## config.mk

```make
export PLATFORM = sky130hd
export DESIGN_NAME = vga_timing_gen
export DESIGN_NICKNAME = d
export VERILOG_FILES = /design/src/rtl/vga_timing_gen.sv
export SDC_FILE = /design/constraint.sdc
export NUM_CORES = 1
export LEC_CHECK = 0
export ABC_AREA = 1
export CORE_MARGIN = 2
export CORE_UTILIZATION = 30
export CTS_CLUSTER_DIAMETER = 60
export DETAILED_ROUTE_END_ITERATION = 8
export GPL_TIMING_DRIVEN = 0
export PLACE_DENSITY = 0.48
export RECOVER_POWER = 100
export SYNTH_ARGS = -nofsm -noshare
export SYNTH_HDL_FRONTEND = slang
export SYNTH_SLANG_ARGS = --single-unit
```

## constraint.sdc

```tcl
create_clock -name clk -period 2.8 [get_ports clk]
set_clock_uncertainty 0.1 [all_clocks]
set_input_delay 0.84 -clock clk [delete_from_list [all_inputs] [get_ports clk]]
set_output_delay 0.84 -clock clk [all_outputs]
set_load 0.02 [all_outputs]
```

## src/rtl/vga_timing_gen.sv

```systemverilog
// vga_timing_gen
//   Parametrised raster timing generator. Horizontal/vertical counters advance
//   on clk cycles with ce=1. All decoded outputs are computed from the next
//   counter values and registered alongside the counters, so they describe
//   the pixel currently addressed by hcount/vcount.
//
// Ports
//   clk        system/pixel clock
//   rst        synchronous active-high reset
//   ce         pixel enable (raster advances only when high)
//   hcount     current pixel column
//   vcount     current line
//   hblnk      horizontal blanking (hcount >= H_ACTIVE)
//   vblnk      vertical blanking (vcount >= V_ACTIVE)
//   hsync      horizontal sync at HSYNC_POL level inside the sync interval
//   vsync      vertical sync at VSYNC_POL level inside the sync interval
//   de         display enable (~hblnk & ~vblnk)
//   sof        one-clk pulse when the raster wraps to (0,0)
//   eol        one-clk pulse when hcount wraps to 0
//   frame_cnt  completed frame count, wraps modulo 2^FW
module vga_timing_gen #(
  parameter int H_ACTIVE  = 800,
  parameter int H_FP      = 40,
  parameter int H_SYNC    = 128,
  parameter int H_BP      = 88,
  parameter int V_ACTIVE  = 600,
  parameter int V_FP      = 1,
  parameter int V_SYNC    = 4,
  parameter int V_BP      = 23,
  parameter bit HSYNC_POL = 1'b1,
  parameter bit VSYNC_POL = 1'b1,
  parameter int CW        = 11,
  parameter int FW        = 8
) (
  input  logic          clk,
  input  logic          rst,
  input  logic          ce,
  output logic [CW-1:0] hcount,
  output logic [CW-1:0] vcount,
  output logic          hblnk,
  output logic          vblnk,
  output logic          hsync,
  output logic          vsync,
  output logic          de,
  output logic          sof,
  output logic          eol,
  output logic [FW-1:0] frame_cnt
);

  localparam int H_TOTAL = H_ACTIVE + H_FP + H_SYNC + H_BP;
  localparam int V_TOTAL = V_ACTIVE + V_FP + V_SYNC + V_BP;
  localparam int MAX_TOTAL = (H_TOTAL > V_TOTAL) ? H_TOTAL : V_TOTAL;

  generate
    if (H_ACTIVE < 1 || H_FP < 1 || H_SYNC < 1 || H_BP < 1 ||
        V_ACTIVE < 1 || V_FP < 1 || V_SYNC < 1 || V_BP < 1) begin : g_bad_interval
      $fatal(1, "vga_timing_gen: every timing interval must be >= 1");
    end
    if (CW < 1 || CW > 30 || (64'd1 << CW) < 64'(MAX_TOTAL)) begin : g_bad_cw
      $fatal(1, "vga_timing_gen: CW too narrow for H_TOTAL/V_TOTAL");
    end
  endgenerate

  localparam logic [CW-1:0] H_LAST   = CW'(H_TOTAL - 1);
  localparam logic [CW-1:0] V_LAST   = CW'(V_TOTAL - 1);
  localparam logic [CW-1:0] H_ACT    = CW'(H_ACTIVE);
  localparam logic [CW-1:0] V_ACT    = CW'(V_ACTIVE);
  localparam logic [CW-1:0] HS_START = CW'(H_ACTIVE + H_FP);
  localparam logic [CW-1:0] HS_END   = CW'(H_ACTIVE + H_FP + H_SYNC);
  localparam logic [CW-1:0] VS_START = CW'(V_ACTIVE + V_FP);
  localparam logic [CW-1:0] VS_END   = CW'(V_ACTIVE + V_FP + V_SYNC);

  logic          h_wrap;
  logic          v_wrap;
  logic [CW-1:0] h_next;
  logic [CW-1:0] v_next;
  logic          hblnk_next;
  logic          vblnk_next;
  logic          hsync_act;
  logic          vsync_act;

  always_comb begin
    h_wrap     = (hcount == H_LAST);
    v_wrap     = (vcount == V_LAST);
    h_next     = h_wrap ? '0 : hcount + CW'(1);
    v_next     = vcount;
    if (h_wrap) begin
      v_next = v_wrap ? '0 : vcount + CW'(1);
    end
    hblnk_next = (h_next >= H_ACT);
    vblnk_next = (v_next >= V_ACT);
    hsync_act  = (h_next >= HS_START) && (h_next < HS_END);
    vsync_act  = (v_next >= VS_START) && (v_next < VS_END);
  end

  always_ff @(posedge clk) begin
    if (rst) begin
      hcount    <= '0;
      vcount    <= '0;
      frame_cnt <= '0;
      hblnk     <= 1'b0;
      vblnk     <= 1'b0;
      de        <= 1'b1;
      hsync     <= ~HSYNC_POL;
      vsync     <= ~VSYNC_POL;
      sof       <= 1'b0;
      eol       <= 1'b0;
    end else begin
      // Pulses default low so they last exactly one clk, even when ce stays low.
      sof <= 1'b0;
      eol <= 1'b0;
      if (ce) begin
        hcount <= h_next;
        vcount <= v_next;
        hblnk  <= hblnk_next;
        vblnk  <= vblnk_next;
        de     <= ~hblnk_next & ~vblnk_next;
        hsync  <= hsync_act ? HSYNC_POL : ~HSYNC_POL;
        vsync  <= vsync_act ? VSYNC_POL : ~VSYNC_POL;
        eol    <= h_wrap;
        sof    <= h_wrap & v_wrap;
        if (h_wrap && v_wrap) begin
          frame_cnt <= frame_cnt + FW'(1);
        end
      end
    end
  end

endmodule

```

==> impl_metrics.ini <==
[floorplanning]
ioPinCount = 40
die_w_um = 91.7
core_area_mm2 = 0.00733
die_height_um = 91.7
fp-row-count = 31
fp.dieArea_mm2 = 0.00841
floorplan.initialDensity_pct = 31.5

[synth]
synth-seq-cells = 37
yosysSeqAreaShare_pct = 32.1
net_count_of_the_mapped_netlist = 378
yosys_top_cell_area_share_pct = 32.1
synth-compound-area-share_pct = 17.0
syn-instance-count = 371
synth_top_cell_by_area = sky130_fd_sc_hd__dfxtp_1
post_synth_mux_area_share_pct = 0
ys_dominant_reg_cell = sky130_fd_sc_hd__dfxtp_1
yosys.area_share.xor_xnor_pct = 0.759
yosys.cell_count.top_type = sky130_fd_sc_hd__nand2_1
syn-cell-area_mm2 = 0.00231
synth_simple_gate_area_share_pct = 36.5
ys_types = 32
synth_top_family_by_area = simple AND/OR/NAND/NOR gates
avgSynthCellArea_um2 = 6.22
yosysWarningCount = 0
synth_adder_area_share_pct = 2.17
synth_enable_flop_cells = 0
synthArstFlopShare_pct = 0
netlist_top_cells_area = sky130_fd_sc_hd__dfxtp_1 32%, sky130_fd_sc_hd__nand2_1 15%, sky130_fd_sc_hd__inv_1 8.1%, sky130_fd_sc_hd__nand3_1 7.4%, sky130_fd_sc_hd__a21oi_1 6.9%
synth.top_cells.by_count = 91 x sky130_fd_sc_hd__nand2_1, 50 x sky130_fd_sc_hd__inv_1, 39 x sky130_fd_sc_hd__nor2_1

[clock_network]
root_buffer = sky130_fd_sc_hd__clkbuf_8
post_cts.repair.setup_buffers = 0
clock_sinks = 37
clkLatencyLatePin_ns = 0.30
cts-buffers-inserted = 5
ctsLongestPathBuffers = 2
cts_tree = built
postCtsHoldBufs = 0
cts_repair_resize_count = 0
cts.htree.levels = 2
clkSlewWorstSetupHoldPaths_ns = 0.08

[setup_path]
crit_path_max_fanout = 10
crit_path_end_kind = flip-flop
worst-endpoint-arrival_ns = 2.66
cp.required_ns = 2.89
critical_path.startpoint_type = primary input
crit_path_max_incr_delay_ns = 0.58
critPathSlowestCell = sky130_fd_sc_hd__dlygate4sd3_1
worstPathBufferInverterCount = 4
worstPathCellList = dlygate4sd3_1 -> clkbuf_1 -> clkbuf_1 -> nand2_1 -> o211ai_1 -> inv_1
critical-path-top-delay-family = buffers and inverters
critPathKind = in2reg
worst_path_most_repeated_cell = sky130_fd_sc_hd__clkbuf_1

[grt]
global_route_wire_length_before_repair_mm = 11.7
gr-usage-all-layers_pct = 17.5
first_global_vias = 2288
antenna_found_initial = 0
grt_start_max_net_pins = 13
residual_overflow_from_global_routing = 0

[job]
number_of_maximum_capacitance_constraint_violations = 0

[detailed_routing]
vias_post_dr = 2497
drtAntennaViolNets = 0
detail_route.drc_violations = 0
via_cell_ratio = 4.83
routed_wl_mm = 7.14
drt_iter0_drc = 190
first_pass_iteration_count_of_the_detailed_router = 4
detail_route.wl_per_cell_um = 13.8

[power_and_ir_drop]
power_frac_seq_pct = 48.7
total_leakage_power_nw = 1.36
share_of_total_power_in_the_clock_network_pct = 32.5
cellPowerDensity_mw_per_mm2 = 412
p_int_w = 0.000804
comb_power_share_pct = 18.7
net-switching-power_w = 0.000387
netSwitchingFraction_pct = 32.5
max-vdd-ir-drop_mv = 0.255

[place]
place_hpwl_mm = 5.32
globalplace.congestion = 0.844
io_buffers = 39

[hold_path]
worstHoldPathType = reg2reg

[sta]
timing.hold.ws_ns = 0.363
timing.slew.headroom_pct = 58.7
fin_crit_ns = 2.57
maxClockFrequency_mhz = 390
finalMaxSlewViolations = 0
fin_setup_tns_ns = 0
worst_pin_slew_ns = 0.620
hold_violations = 0
share_of_the_clock_period_used_by_the_worst_path_after_layout_pct = 91.7
timing.final.setup_violations = 0
grt_setup_unrepaired = false

[final_layout]
antenna_diode_count = 0
synthToLayoutAreaGrowth_pct = 25.2
postLayoutCoreUtil_pct = 39.4
drive_above_1_share_pct = 4.55
nNetsFinal = 424

[status]
run_status = completed
==> flip-flops by register name, summed over array words and instances, names as in the netlist <==
register   flops
hblnk          1
vcount        11
sof            1
hcount        11
eol            1
hsync          1
de             1
frame_cnt      8
vblnk          1
vsync          1
==> cells by family (layout without fill, tap and decap cells) <==
logic type / Yosys count / after routing
xor+xnor: 2 / 2
fa+ha+maj: 4 / 4
compound gates: 73 / 73
buf+inv: 67 / 114
flops: 37 / 37
simple gates: 188 / 188
==> metal layers <==
metal | GRT usage, % | part of all wire, %
met2 | 25.6 | 42
met3 | 2.96 | 4.7
met5 | 0 | 0
met1 | 25.9 | 51
met4 | 5.97 | 2.0
==> path summary, 6_finish.rpt <==
path / cells past startpoint / start / slack [ns] / end
setup reg to reg: 13 / hcount[1] / 0.39 / de
hold / removal: 2 / frame_cnt[7] / 0.36 / frame_cnt[7]
hold reg to reg: 2 / frame_cnt[7] / 0.36 / frame_cnt[7]
setup / recovery: 6 / ce / 0.23 / vcount[1]
==> placed cells by master (no fill, tap or decap) <==
| cell | count |
|---|---|
| sky130_fd_sc_hd__inv_1 | 50 |
| sky130_fd_sc_hd__nand2_4 | 1 |
| sky130_fd_sc_hd__ha_1 | 4 |
| sky130_fd_sc_hd__dlygate4sd3_1 | 38 |
| sky130_fd_sc_hd__clkinvlp_4 | 2 |
| sky130_fd_sc_hd__nand2_1 | 91 |
| sky130_fd_sc_hd__nor2_8 | 1 |
| sky130_fd_sc_hd__nor3b_1 | 1 |
| sky130_fd_sc_hd__clkdlybuf4s50_1 | 1 |
| sky130_fd_sc_hd__a21boi_0 | 1 |
| sky130_fd_sc_hd__o21ai_2 | 1 |
| sky130_fd_sc_hd__nor2_1 | 40 |
| sky130_fd_sc_hd__o21ai_0 | 28 |
| sky130_fd_sc_hd__clkbuf_8 | 5 |
| sky130_fd_sc_hd__buf_6 | 1 |
| sky130_fd_sc_hd__inv_2 | 3 |
| sky130_fd_sc_hd__o21bai_1 | 1 |
| sky130_fd_sc_hd__nand4_1 | 11 |
| sky130_fd_sc_hd__xor2_1 | 2 |
| sky130_fd_sc_hd__dfxtp_1 | 37 |
| sky130_fd_sc_hd__buf_2 | 3 |
| sky130_fd_sc_hd__nor3_1 | 5 |
| sky130_fd_sc_hd__a31oi_1 | 1 |
| sky130_fd_sc_hd__nor2_4 | 1 |
| sky130_fd_sc_hd__o21ai_1 | 2 |
| sky130_fd_sc_hd__o211ai_1 | 2 |
| sky130_fd_sc_hd__clkbuf_1 | 11 |
| sky130_fd_sc_hd__o21a_1 | 2 |
| sky130_fd_sc_hd__nand2_2 | 1 |
| sky130_fd_sc_hd__nand3_1 | 35 |
| sky130_fd_sc_hd__a21oi_1 | 32 |
| sky130_fd_sc_hd__a211oi_1 | 3 |
| sky130_fd_sc_hd__nor4_1 | 1 |
==> per-stage QoR <==
stage / total power (W) / cells / area (um2) / setup slack (ns)
2_1_floorplan: 0.000731 / 371 / 2310 / 0.690
3_3_place_gp: 0.000826 / 509 / 2820 / 0.0195
3_5_place_dp: 0.000826 / 509 / 2820 / 0.00126
4_1_cts: 0.00121 / 517 / 2910 / 0.317
5_1_grt: 0.00125 / 517 / 2890 / 0.104
6_report: 0.00119 / 517 / 2890 / 0.234
==> cell type report <==
class	instances	area, um2
Buffer	14	63.8
Inverter	53	199
Multi-Input combinational cell	267	1280
Tap cell	99	124
Timing Repair Buffer	39	390
Clock inverter	2	15.0
Fill cell	812	4440
Sequential cell	37	741
Clock buffer	6	72.6
==> power groups by stage <==
stage	Combinational (W)	Clock (W)	Sequential, W
2_1_floorplan	0.000116	0	0.000615
3_3_place_gp	0.000233	0	0.000594
3_5_place_dp	0.000231	0	0.000594
4_1_cts	0.000232	0.000400	0.000582
5_1_grt	0.000249	0.000417	0.000586
6_report	0.000223	0.000388	0.000581
==> worst reg2reg max path, cell delays in order, from the launching register on <==
cell,delay [ns]
sky130_fd_sc_hd__dfxtp_1,0.42
sky130_fd_sc_hd__ha_1,0.32
sky130_fd_sc_hd__inv_2,0.07
sky130_fd_sc_hd__nor2_4,0.14
sky130_fd_sc_hd__nand3_1,0.18
sky130_fd_sc_hd__clkbuf_1,0.28
sky130_fd_sc_hd__nand2_1,0.12
sky130_fd_sc_hd__nand2_1,0.08
sky130_fd_sc_hd__nor2_1,0.18
sky130_fd_sc_hd__inv_1,0.06
sky130_fd_sc_hd__a21oi_1,0.14
sky130_fd_sc_hd__nand2_1,0.09
sky130_fd_sc_hd__nand3_1,0.07
sky130_fd_sc_hd__nand2_1,0.05
No activity file was read; power rests on OpenSTA's default activity.
